`src/rtl/decode_stage_pkg.sv`:
```
// decode_stage_pkg: shared opcode, instruction-code and width constants for the decode stage
package decode_stage_pkg;
  localparam int ISIZE = 32;
  localparam int ASIZE = 5;
  localparam int DSIZE = 32;
  localparam int CODE_BITS = 6;
  localparam logic [6:0] RTYPE_OPC = 7'b0110011;
  localparam logic [6:0] ITYPE_OPC = 7'b0010011;
  localparam logic [6:0] LOAD_OPC = 7'b0000011;
  localparam logic [6:0] STORE_OPC = 7'b0100011;
  localparam logic [6:0] CONBRANCH_OPC = 7'b1100011;
  localparam logic [6:0] JAL_OPC = 7'b1101111;
  localparam logic [6:0] JR_OPC = 7'b1100111;
  localparam logic [6:0] LUI_OPC = 7'b0110111;
  localparam logic [6:0] AUIPC_OPC = 7'b0010111;
  localparam logic [CODE_BITS-1:0] C_NOP = 6'd0;
  localparam logic [CODE_BITS-1:0] C_ADD = 6'd1;
  localparam logic [CODE_BITS-1:0] C_SUB = 6'd2;
  localparam logic [CODE_BITS-1:0] C_SLL = 6'd3;
  localparam logic [CODE_BITS-1:0] C_SLT = 6'd4;
  localparam logic [CODE_BITS-1:0] C_SLTU = 6'd5;
  localparam logic [CODE_BITS-1:0] C_XOR = 6'd6;
  localparam logic [CODE_BITS-1:0] C_SRL = 6'd7;
  localparam logic [CODE_BITS-1:0] C_SRA = 6'd8;
  localparam logic [CODE_BITS-1:0] C_OR = 6'd9;
  localparam logic [CODE_BITS-1:0] C_AND = 6'd10;
  localparam logic [CODE_BITS-1:0] C_ADDI = 6'd11;
  localparam logic [CODE_BITS-1:0] C_SLTI = 6'd12;
  localparam logic [CODE_BITS-1:0] C_SLTIU = 6'd13;
  localparam logic [CODE_BITS-1:0] C_XORI = 6'd14;
  localparam logic [CODE_BITS-1:0] C_ORI = 6'd15;
  localparam logic [CODE_BITS-1:0] C_ANDI = 6'd16;
  localparam logic [CODE_BITS-1:0] C_SLLI = 6'd17;
  localparam logic [CODE_BITS-1:0] C_SRLI = 6'd18;
  localparam logic [CODE_BITS-1:0] C_SRAI = 6'd19;
  localparam logic [CODE_BITS-1:0] C_LB = 6'd20;
  localparam logic [CODE_BITS-1:0] C_LH = 6'd21;
  localparam logic [CODE_BITS-1:0] C_LW = 6'd22;
  localparam logic [CODE_BITS-1:0] C_LBU = 6'd23;
  localparam logic [CODE_BITS-1:0] C_LHU = 6'd24;
  localparam logic [CODE_BITS-1:0] C_SB = 6'd25;
  localparam logic [CODE_BITS-1:0] C_SH = 6'd26;
  localparam logic [CODE_BITS-1:0] C_SW = 6'd27;
  localparam logic [CODE_BITS-1:0] C_BEQ = 6'd28;
  localparam logic [CODE_BITS-1:0] C_BNE = 6'd29;
  localparam logic [CODE_BITS-1:0] C_BLT = 6'd30;
  localparam logic [CODE_BITS-1:0] C_BGE = 6'd31;
  localparam logic [CODE_BITS-1:0] C_BLTU = 6'd32;
  localparam logic [CODE_BITS-1:0] C_BGEU = 6'd33;
  localparam logic [CODE_BITS-1:0] C_JAL = 6'd34;
  localparam logic [CODE_BITS-1:0] C_JALR = 6'd35;
  localparam logic [CODE_BITS-1:0] C_LUI = 6'd36;
  localparam logic [CODE_BITS-1:0] C_AUIPC = 6'd37;
  localparam logic [CODE_BITS-1:0] C_MUL = 6'd38;
  localparam logic [CODE_BITS-1:0] C_MULH = 6'd39;
  localparam logic [CODE_BITS-1:0] C_MULHSU = 6'd40;
  localparam logic [CODE_BITS-1:0] C_MULHU = 6'd41;
  localparam logic [CODE_BITS-1:0] C_DIV = 6'd42;
  localparam logic [CODE_BITS-1:0] C_DIVU = 6'd43;
  localparam logic [CODE_BITS-1:0] C_REM = 6'd44;
  localparam logic [CODE_BITS-1:0] C_REMU = 6'd45;
  localparam logic [CODE_BITS-1:0] C_ILLEGAL = 6'h3f;
endpackage

```
`src/rtl/decode_stage_core.sv`:
```
// rv_decode_core: combinational RV32I/M field, immediate and instruction-code extraction
module rv_decode_core
  import decode_stage_pkg::*;
#(
  parameter int XLEN = 32,
  parameter bit ENABLE_M = 1'b1
) (
  input  logic [ISIZE-1:0]     instr,
  output logic [CODE_BITS-1:0] code,
  output logic [ASIZE-1:0]     rs1,
  output logic [ASIZE-1:0]     rs2,
  output logic [ASIZE-1:0]     rd,
  output logic [XLEN-1:0]      imm,
  output logic                 illegal
);
  logic [6:0] f7;
  logic [2:0] f3;
  logic [CODE_BITS-1:0] c;
  logic [XLEN-1:0] v, imm_i, imm_s, imm_b, imm_j, imm_u, imm_sh;
  logic u1, u2, ud;
  assign f7 = instr[31:25];
  assign f3 = instr[14:12];
  assign imm_i = XLEN'($signed(instr[31:20]));
  assign imm_s = XLEN'($signed({instr[31:25], instr[11:7]}));
  assign imm_b = XLEN'($signed({instr[31], instr[7], instr[30:25], instr[11:8], 1'b0}));
  assign imm_j = XLEN'($signed({instr[31], instr[19:12], instr[20], instr[30:21], 1'b0}));
  assign imm_u = XLEN'($signed({instr[31:12], 12'h000}));
  assign imm_sh = XLEN'(instr[24:20]);
  always_comb begin
    c = C_ILLEGAL;
    v = '0;
    {u1, u2, ud} = 3'b000;
    case (instr[6:0])
      RTYPE_OPC: begin
        {u1, u2, ud} = 3'b111;
        if (f7 == 7'h01) c = ENABLE_M ? C_MUL + CODE_BITS'(f3) : C_ILLEGAL;
        else case ({f7, f3})
          {7'h00, 3'd0}: c = C_ADD;
          {7'h20, 3'd0}: c = C_SUB;
          {7'h00, 3'd1}: c = C_SLL;
          {7'h00, 3'd2}: c = C_SLT;
          {7'h00, 3'd3}: c = C_SLTU;
          {7'h00, 3'd4}: c = C_XOR;
          {7'h00, 3'd5}: c = C_SRL;
          {7'h20, 3'd5}: c = C_SRA;
          {7'h00, 3'd6}: c = C_OR;
          {7'h00, 3'd7}: c = C_AND;
          default: c = C_ILLEGAL;
        endcase
      end
      ITYPE_OPC: begin
        {u1, u2, ud} = 3'b101;
        v = (f3 == 3'd1 || f3 == 3'd5) ? imm_sh : imm_i;
        case (f3)
          3'd0: c = C_ADDI;
          3'd1: c = (f7 == 7'h00) ? C_SLLI : C_ILLEGAL;
          3'd2: c = C_SLTI;
          3'd3: c = C_SLTIU;
          3'd4: c = C_XORI;
          3'd5: c = (f7 == 7'h00) ? C_SRLI : (f7 == 7'h20) ? C_SRAI : C_ILLEGAL;
          3'd6: c = C_ORI;
          default: c = C_ANDI;
        endcase
      end
      LOAD_OPC: begin
        {u1, u2, ud} = 3'b101;
        v = imm_i;
        case (f3)
          3'd0: c = C_LB;
          3'd1: c = C_LH;
          3'd2: c = C_LW;
          3'd4: c = C_LBU;
          3'd5: c = C_LHU;
          default: c = C_ILLEGAL;
        endcase
      end
      STORE_OPC: begin
        {u1, u2, ud} = 3'b110;
        v = imm_s;
        c = (f3 == 3'd0) ? C_SB : (f3 == 3'd1) ? C_SH : (f3 == 3'd2) ? C_SW : C_ILLEGAL;
      end
      CONBRANCH_OPC: begin
        {u1, u2, ud} = 3'b110;
        v = imm_b;
        case (f3)
          3'd0: c = C_BEQ;
          3'd1: c = C_BNE;
          3'd4: c = C_BLT;
          3'd5: c = C_BGE;
          3'd6: c = C_BLTU;
          3'd7: c = C_BGEU;
          default: c = C_ILLEGAL;
        endcase
      end
      JAL_OPC: begin
        ud = 1'b1;
        v = imm_j;
        c = C_JAL;
      end
      JR_OPC: begin
        {u1, u2, ud} = 3'b101;
        v = imm_i;
        c = (f3 == 3'd0) ? C_JALR : C_ILLEGAL;
      end
      LUI_OPC, AUIPC_OPC: begin
        ud = 1'b1;
        v = imm_u;
        c = (instr[5]) ? C_LUI : C_AUIPC;
      end
      default: c = C_ILLEGAL;
    endcase
  end
  assign illegal = (c == C_ILLEGAL);
  assign code = c;
  assign rs1 = (u1 && !illegal) ? instr[19:15] : '0;
  assign rs2 = (u2 && !illegal) ? instr[24:20] : '0;
  assign rd = (ud && !illegal) ? instr[11:7] : '0;
  assign imm = illegal ? '0 : v;
endmodule

```
`src/rtl/decode_stage.sv`:
```
// decode_stage: registered decode stage with one-entry skid buffer, valid/ready handshake and flush
module decode_stage
  import decode_stage_pkg::*;
#(
  parameter int XLEN = 32,
  parameter int ILEN = 32,
  parameter int AW = 5,
  parameter int CODE_W = 6,
  parameter bit ENABLE_M = 1'b1,
  parameter int PC_W = 32
) (
  input  logic              clk,
  input  logic              rst_n,
  input  logic              flush,
  input  logic              in_valid,
  output logic              in_ready,
  input  logic [ILEN-1:0]   in_instr,
  input  logic [PC_W-1:0]   in_pc,
  output logic              out_valid,
  input  logic              out_ready,
  output logic [PC_W-1:0]   out_pc,
  output logic [CODE_W-1:0] out_code,
  output logic [AW-1:0]     out_rs1,
  output logic [AW-1:0]     out_rs2,
  output logic [AW-1:0]     out_rd,
  output logic [XLEN-1:0]   out_imm,
  output logic              out_illegal
);
  localparam int BW = PC_W + CODE_W + 3 * AW + XLEN + 1;
  logic [CODE_W-1:0] d_code;
  logic [AW-1:0] d_rs1, d_rs2, d_rd;
  logic [XLEN-1:0] d_imm;
  logic d_ill, in_xfer, load_out;
  logic [BW-1:0] dec, out_q, out_d, skid_q, skid_d;
  logic out_valid_q, out_valid_d, skid_valid_q, skid_valid_d, in_ready_q, in_ready_d;
  rv_decode_core #(.XLEN(XLEN), .ENABLE_M(ENABLE_M)) u_core (
    .instr   (in_instr),
    .code    (d_code),
    .rs1     (d_rs1),
    .rs2     (d_rs2),
    .rd      (d_rd),
    .imm     (d_imm),
    .illegal (d_ill)
  );
  assign dec = {in_pc, d_code, d_rs1, d_rs2, d_rd, d_imm, d_ill};
  assign in_xfer = in_valid && in_ready_q;
  assign load_out = !out_valid_q || out_ready;
  always_comb begin
    out_valid_d = flush ? 1'b0 : load_out ? (skid_valid_q || in_xfer) : 1'b1;
    out_d = (flush || !load_out) ? out_q : skid_valid_q ? skid_q : in_xfer ? dec : out_q;
    skid_valid_d = (flush || load_out) ? 1'b0 : (skid_valid_q || in_xfer);
    skid_d = (!flush && !load_out && in_xfer) ? dec : skid_q;
    in_ready_d = !skid_valid_d;
  end
  always_ff @(posedge clk or negedge rst_n) begin
    if (!rst_n) begin
      out_valid_q <= 1'b0;
      out_q <= '0;
      skid_valid_q <= 1'b0;
      skid_q <= '0;
      in_ready_q <= 1'b0;
    end else begin
      out_valid_q <= out_valid_d;
      out_q <= out_d;
      skid_valid_q <= skid_valid_d;
      skid_q <= skid_d;
      in_ready_q <= in_ready_d;
    end
  end
  assign in_ready = in_ready_q;
  assign out_valid = out_valid_q;
  assign {out_pc, out_code, out_rs1, out_rs2, out_rd, out_imm, out_illegal} = out_q;
endmodule

```
`config.mk`:
```
export PLATFORM = sky130hd
export DESIGN_NAME = decode_stage
export DESIGN_NICKNAME = d
export VERILOG_FILES = /design/src/rtl/decode_stage_pkg.sv /design/src/rtl/decode_stage_core.sv /design/src/rtl/decode_stage.sv
export SDC_FILE = /design/constraint.sdc
export NUM_CORES = 1
export LEC_CHECK = 0
export ABC_AREA = 1
export CAP_MARGIN = 10
export CORE_MARGIN = 2
export CORE_UTILIZATION = 53
export CTS_CLUSTER_SIZE = 14
export DETAILED_ROUTE_END_ITERATION = 7
export HOLD_SLACK_MARGIN = 0.15
export PLACE_DENSITY = 0.77
export SLEW_MARGIN = 20
export SYNTH_ARGS = -nofsm -noshare
export SYNTH_HDL_FRONTEND = slang
export SYNTH_SLANG_ARGS = --single-unit
```
`constraint.sdc`:
```
create_clock -name clk -period 1.9 [get_ports clk]
set_input_delay 0.285 -clock clk [delete_from_list [all_inputs] [get_ports clk]]
set_output_delay 0.285 -clock clk [all_outputs]
set_load 0.02 [all_outputs]
```
==> results of run 1 <==
## synthesized netlist by cell type (all sizes together)
| cell type | count |
|---|---|
| a21oi | 15 |
| a31oi | 35 |
| and2 | 1 |
| buf | 19 |
| clkbuf | 47 |
| clkinv | 2 |
| dfrtp | 175 |
| ha | 1 |
| inv | 43 |
| nand2 | 539 |
| nand3 | 43 |
| nand4 | 14 |
| nor2 | 182 |
| nor3 | 7 |
| nor3b | 1 |
| o2111ai | 1 |
| o211ai | 2 |
| o21ai | 75 |
| o31ai | 1 |
| or2 | 1 |
## path summary, 6_finish.rpt
check | start | slack, ps | depth (start not counted) | to
worst max-delay path | in_instr[31] | 90 | 15 | out_q[5]$_DFFE_PN0P_
worst min-delay path | in_instr[29] | 310 | 4 | skid_q[10]$_DFFE_PN0P_
worst max register to register | in_ready$_DFF_PN0_ | 310 | 7 | out_q[52]$_DFFE_PN0P_
worst min register to register | skid_q[67]$_DFFE_PN0P_ | 480 | 2 | skid_q[67]$_DFFE_PN0P_
max in group asynchronous | rst_n | 880 | 3 | out_q[21]$_DFFE_PN0P_
min in group asynchronous | rst_n | 400 | 2 | out_q[38]$_DFFE_PN0P_
## worst min-delay path, stage by stage
cell and delay [ps]:
dlymetal6s2s_1 140, buf_6 130, nand3_2 80, o21ai_1 60
## cells by family after synthesis
kind of cell | share of synthesized area [%]
flip-flops | 49.9
adder cells (fa/ha/maj) | 0.143
AO/OA/AOI/OAI | 8.07
AND/OR/NAND/NOR | 36.6
buffers and inverters | 5.31
## through the flow
step	total power (uW)	instances	setup WS (ps)	TNS, ps
final	9840	1657	88.7	0
after global routing	10200	1657	-17.7	-127
after CTS	9770	1645	1.18	0
after detailed placement	6270	1611	-611	-46500
after global placement	6230	1611	-555	-47260
after floorplan	5290	1204	97.7	0
## area by class of cell
| cell class | count | area (sq um) | share of cell area (%) |
|---|---|---|---|
| clock buffer | 17 | 425 | 3.41 |
| clock inverter | 15 | 165 | 1.33 |
| inverter | 45 | 175 | 1.41 |
| multi-input combinational | 919 | 4320 | 34.7 |
| sequential | 175 | 4380 | 35.1 |
| tap | 220 | 275 | 2.21 |
| timing repair buffer | 266 | 2720 | 21.8 |
## metal layers
layer / track usage, % / wire length, um / vias up
met4: 7.47 / 439 / 0
met3: 4.90 / 1440 / 43
li1: - / - / 4245
met5: 0 / 0 / -
met1: 40.8 / 11300 / 4201
met2: 45.9 / 12300 / 339
## sequential cells by signal, indices dropped and copies added (netlist names)
signal        cells
in_ready          1
skid_valid_q      1
skid_q           86
out_q            86
out_valid         1
## power groups by stage
stage	clock [uW]	sequential [uW]	combinational, uW
6_report	3520	4350	1980
5_1_grt	3700	4390	2150
4_1_cts	3550	4340	1880
3_5_place_dp	0	4410	1860
3_3_place_gp	0	4400	1830
2_1_floorplan	0	4630	658
## layout by cell type (no fill, tap or decap), drive strengths merged
| cell type | synthesis | layout |
|---|---|---|
| nand3 | 43 | 43 |
| dlygate4sd2 | 0 | 2 |
| o211ai | 2 | 2 |
| a31oi | 35 | 35 |
| o2111ai | 1 | 1 |
| and2 | 1 | 1 |
| ha | 1 | 1 |
| nor3b | 1 | 1 |
| or2 | 1 | 1 |
| dfrtp | 175 | 175 |
| o21ai | 75 | 75 |
| clkdlybuf4s50 | 0 | 138 |
| nand4 | 14 | 14 |
| dlymetal6s2s | 0 | 15 |
| a21oi | 15 | 15 |
| clkbuf | 47 | 21 |
| buf | 19 | 106 |
| clkinv | 2 | 8 |
| nor2 | 182 | 182 |
| nand2 | 539 | 540 |
| inv | 43 | 52 |
| nor3 | 7 | 7 |
| o31ai | 1 | 1 |
| dlygate4sd3 | 0 | 1 |
## repair_timing
| action | CTS | global route |
|---|---|---|
| pin swaps | 0 | 19 |
| endpoints found under the hold margin | 45 | 0 |
| hold buffers | 1 | 0 |
| cloned | 0 | 6 |
| setup buffers | 1 | 6 |
| setup endpoints to repair | 59 | 103 |
| gates resized for setup | 17 | 119 |
==> out/qor.txt, run 1 <==
crit end category - flop
Final Max Slew Viols - 0
Crit Path Max Fanout - 7
first drt pass iteration count - 5
GRT Residual Overflow - 0
Rel. slew slack - 63.1%
Placed Area - 0.0112 sq mm
DRC viols - 0
IO Pins - 157
Peak supply drop - 0.000616 V
CP Buf/Inv Count - 3
NetSw - 3030 uW
die area - 0.0176 sq mm
kind of critical path - input port to flop
first-pass GRT wire length - 40600 um
ratio of cells with drive above 1 in the final layout - 18.5%
WP data required - 2220 ps
clock-pin slew on the worst setup and hold paths - 70 ps
Mapped Cells - 1204
input/output buffers - 156
YS warnings - 0
fin crit share - 95.3%
# diodes - 0
HPWL after DPL - 17000 um
sequential share of power - 44.2%
power share of the combinational group - 20.1%
Final Wtd Congestion - 0.958
Starting Density - 53.5%
CP cell instances - dlygate4sd2_1, inv_1, nand2_1, nor2_2, nand3_1, nand2_2, nor2_4, nand3_2, nand2_4, nand2_8, clkbuf_16, nand2_2, nand2_1, nand2_1, nand2_1
cell family with most CP delay - simple AND/OR/NAND/NOR gates
TritonCTS Sinks - 175
via count of the first global-routing pass - 8083
GRT Util Overall - 28.7%
Wirelength per Cell - 15.4 um
width of the die - 133 um
Routed Antenna Nets - 0
Clock Tree Buf Depth - 2
Finished Cell Area - 0.0125 sq mm
Initial DRC Count - 859
Distinct cells, synth - 33
Worst path max stage delay - 390 ps
most frequent CP cell - nand2_1
# setup viols final - 0
# rows - 47
switching share of total power - 30.8%
Core Area - 0.0164 sq mm
dominant cell type by area after synthesis - dfrtp_1
NumNets Final - 1494
maxcap violations - 0
clock buffer count from CTS - 17
H-tree depth - 4
largest net degree at the start of global routing - 101
Worst-Skew Late Latency - 430 ps
Final Hold Viols - 0
area delta synth->final - 42.0%
Clock power frac - 35.7%
Mapped Nets - 1274
crit path DAT - 2130 ps
CTS tree - done
Root Buffer - clkbuf_16
vias per cell - 5.33
Critical-path top delay cell - dlygate4sd2_1
Seq/Total Area, Yosys - 49.9%
WHS - 313 ps
P per Cell Area - 790 mW/mm^2
die height - 133 um
Achievable Freq - 552 MHz
Mapped Area - 0.00877 sq mm
Mean Syn Cell Area - 7.29 sq um
Util after Layout - 75.9%
initial antenna violation count - 0
Vias - 8828
main area contributors after synthesis - dfrtp_1 (50%), nand2_1 (22%), nor2_1 (7.4%)
cell-internal power - 6810 uW
final worst path period need - 1810 ps
outcome - finished clean
detailed-route wire length - 25500 um
Hold Path Class - input port to flop
startpoint types - input port
number of synthesized register bits - 175
Tightest Pin Transition - 553 ps
Clock Skew - 8.94 ps
share of the synthesized area in the top cell type - 49.9%
LEAKAGE - 0.00653 uW
Filler cells - 1191
Power figures use the tool's default switching activity.
==> inputs of run 2 (changes only) <==
REMOVE_ABC_BUFFERS = 1   (was not set)
==> run 2 against run 1 <==
Clock power decreased by 3%. Non-clock buffer count increased by 10. Sequential power about the same.
==> out/qor.txt, run 2 (synthesis results as in run 1) <==
GRT Residual Overflow - 0 (unchanged)
cell-internal power - 6800 uW (was 6810 uW)
width of the die - 133 um (unchanged)
Crit Path Max Fanout - 11 (was 7)
clock buffer count from CTS - 17 (unchanged)
sequential share of power - 44.8% (was 44.2%)
power share of the combinational group - 19.9% (was 20.1%)
Starting Density - 53.5% (unchanged)
GRT Util Overall - 28.1% (was 28.7%)
Top Registers - out_q (86), skid_q (86) (unchanged)
maxcap violations - 0 (unchanged)
first-pass GRT wire length - 40100 um (was 40600 um)
fin crit share - 93.2% (was 95.3%)
startpoint types - input port (unchanged)
P per Cell Area - 792 mW/mm^2 (was 790 mW/mm^2)
final worst path period need - 1770 ps (was 1810 ps)
Initial DRC Count - 742 (was 859)
Routed Antenna Nets - 0 (unchanged)
ratio of cells with drive above 1 in the final layout - 17.1% (was 18.5%)
Wirelength per Cell - 14.7 um (was 15.4 um)
Rel. slew slack - 71.8% (was 63.1%)
Clock Tree Buf Depth - 2 (unchanged)
Core Area - 0.0164 sq mm (unchanged)
Vias - 8629 (was 8828)
crit path DAT - 2110 ps (was 2130 ps)
H-tree depth - 4 (unchanged)
most common cell after layout, fill and taps aside - nand2_1 (unchanged)
LEAKAGE - 0.00648 uW (was 0.00653 uW)
via count of the first global-routing pass - 8256 (was 8083)
non-filler cells, final - 1667 (was 1657)
# setup viols final - 0 (unchanged)
die height - 133 um (unchanged)
Root Buffer - clkbuf_16 (unchanged)
detailed-route wire length - 24500 um (was 25500 um)
area delta synth->final - 39.8% (was 42.0%)
CTS tree - done (unchanged)
setup TNS - 0 ps (unchanged)
Clock power frac - 35.3% (was 35.7%)
worst reg2reg startpoint - in_ready$_DFF_PN0_ (unchanged)
input/output buffers - 156 (unchanged)
IO Pins - 157 (unchanged)
Post-Place Cells - 1626 (was 1611)
Tightest Pin Transition - 423 ps (was 553 ps)
first drt pass iteration count - 5 (unchanged)
Setup crit start - in_instr[14] (was in_instr[31])
DRC viols - 0 (unchanged)
WP data required - 2240 ps (was 2220 ps)
Hold Path Class - input port to flop (unchanged)
Final Hold Viols - 0 (unchanged)
Final Max Slew Viols - 0 (unchanged)
Achievable Freq - 565 MHz (was 552 MHz)
largest net degree at the start of global routing - 73 (was 101)
clock-pin slew on the worst setup and hold paths - 70 ps (about the same)
NumNets Final - 1504 (was 1494)
worst reg-to-reg path cell count - 8 (was 7)
Worst-Skew Late Latency - 420 ps (was 430 ps)
outcome - finished clean (unchanged)
die area - 0.0176 sq mm (unchanged)
crit end category - flop (unchanged)
switching share of total power - 30.0% (was 30.8%)
TritonCTS Sinks - 175 (unchanged)
# rows - 47 (unchanged)
initial antenna violation count - 0 (unchanged)
most frequent cells in the layout - nand2_1 (502), dfrtp_1 (175), nor2_1 (167), clkdlybuf4s50_1 (138), buf_4 (101) (was nand2_1 (492), dfrtp_1 (175), nor2_1 (159), clkdlybuf4s50_1 (138), buf_4 (83))
Final Wtd Congestion - 0.885 (was 0.958)
WHS - 224 ps (was 313 ps)
worst hold path startpoint - in_instr[30] (was in_instr[29])
kind of critical path - input port to flop (unchanged)
# diodes - 0 (unchanged)
NetSw - 2920 uW (was 3030 uW)
Peak supply drop - 0.000581 V (was 0.000616 V)
Clock Skew - 9.72 ps (was 8.94 ps)
vias per cell - 5.18 (was 5.33)
Hold Path Cell Cnt - 3 (was 4)
HPWL after DPL - 16900 um (was 17000 um)
==> run 2: changes by cell type in the layout (fill, tap and decap cells not counted), sizes merged <==
cell / previous run / this run
clkinvlp: 0 / 3
clkbuf: 21 / 19
buf: 106 / 119
dlygate4sd2: 2 / 5
clkinv: 8 / 3
dlymetal6s2s: 15 / 12
inv: 52 / 53
==> run 2: metrics by stage <==
step / setup slack, ps / power, uW / util (%) / area, sq um
final: 129 / 9710 / 74.7 / 12300
after global routing: -1.75 / 10200 / 74.7 / 12300
after CTS: -27.4 / 9750 / 73.3 / 12000
after detailed placement: -720 / 6310 / 69.2 / 11300
after global placement: -685 / 6260 / 69.2 / 11300
after floorplan: -3320 / 5260 / - / 8480
==> run 2: layer usage <==
metal  vias up  GRT usage [%]  wire length, um
li1       4259              -                -
met1      4086           39.1            10900
met2       235           45.2            12000
met3        49           4.25             1080
met4         0           9.74              567
met5         -              0                0
==> run 2: final timing paths <==
check / to / slack [ps]
setup / recovery: skid_q[36]$_DFFE_PN0P_ / 130
hold / removal: skid_q[11]$_DFFE_PN0P_ / 220
setup reg to reg: out_q[36]$_DFFE_PN0P_ / 350
hold reg to reg: skid_q[58]$_DFFE_PN0P_ / 470
max in group asynchronous: skid_q[47]$_DFFE_PN0P_ / 940
min in group asynchronous: out_q[10]$_DFFE_PN0P_ / 360
==> run 2: repair_timing <==
action                                 4_1_cts  5_1_grt
hold buffers                                 1        0
setup buffers                                2        4
setup endpoints to repair                   95      102
pin swaps                                    1       18
gates cloned                                 0        2
endpoints found under the hold margin       97        0
gates resized for setup                     30       60
==> run 2: critical path, stage by stage <==
cell and delay [ps]:
dlygate4sd2_1 290, buf_4 160, nand2_1 90, inv_2 60, nor2_4 130, inv_1 60
nand2_1 60, nand4_1 140, nor2_4 200, nand2_4 90, nand2_8 110, clkbuf_16 190
nand3_2 70, o21ai_0 170
==> run 2: power by group through the flow <==
stage               Clock, uW  Sequential, uW  Combinational (uW)
finish                   3420            4350                1930
global route             3640            4400                2110
CTS                      3480            4350                1910
detailed placement          0            4420                1890
global placement            0            4410                1850
floorplan                   0            4630                 623
==> run 2: cell type report <==
class	count	area (sq um)
fill	1252	4150
clock buffer	18	439
inverter	45	178
timing repair buffer	276	2690
tap	220	275
multi-input combinational	919	4160
sequential	175	4380
clock inverter	14	139
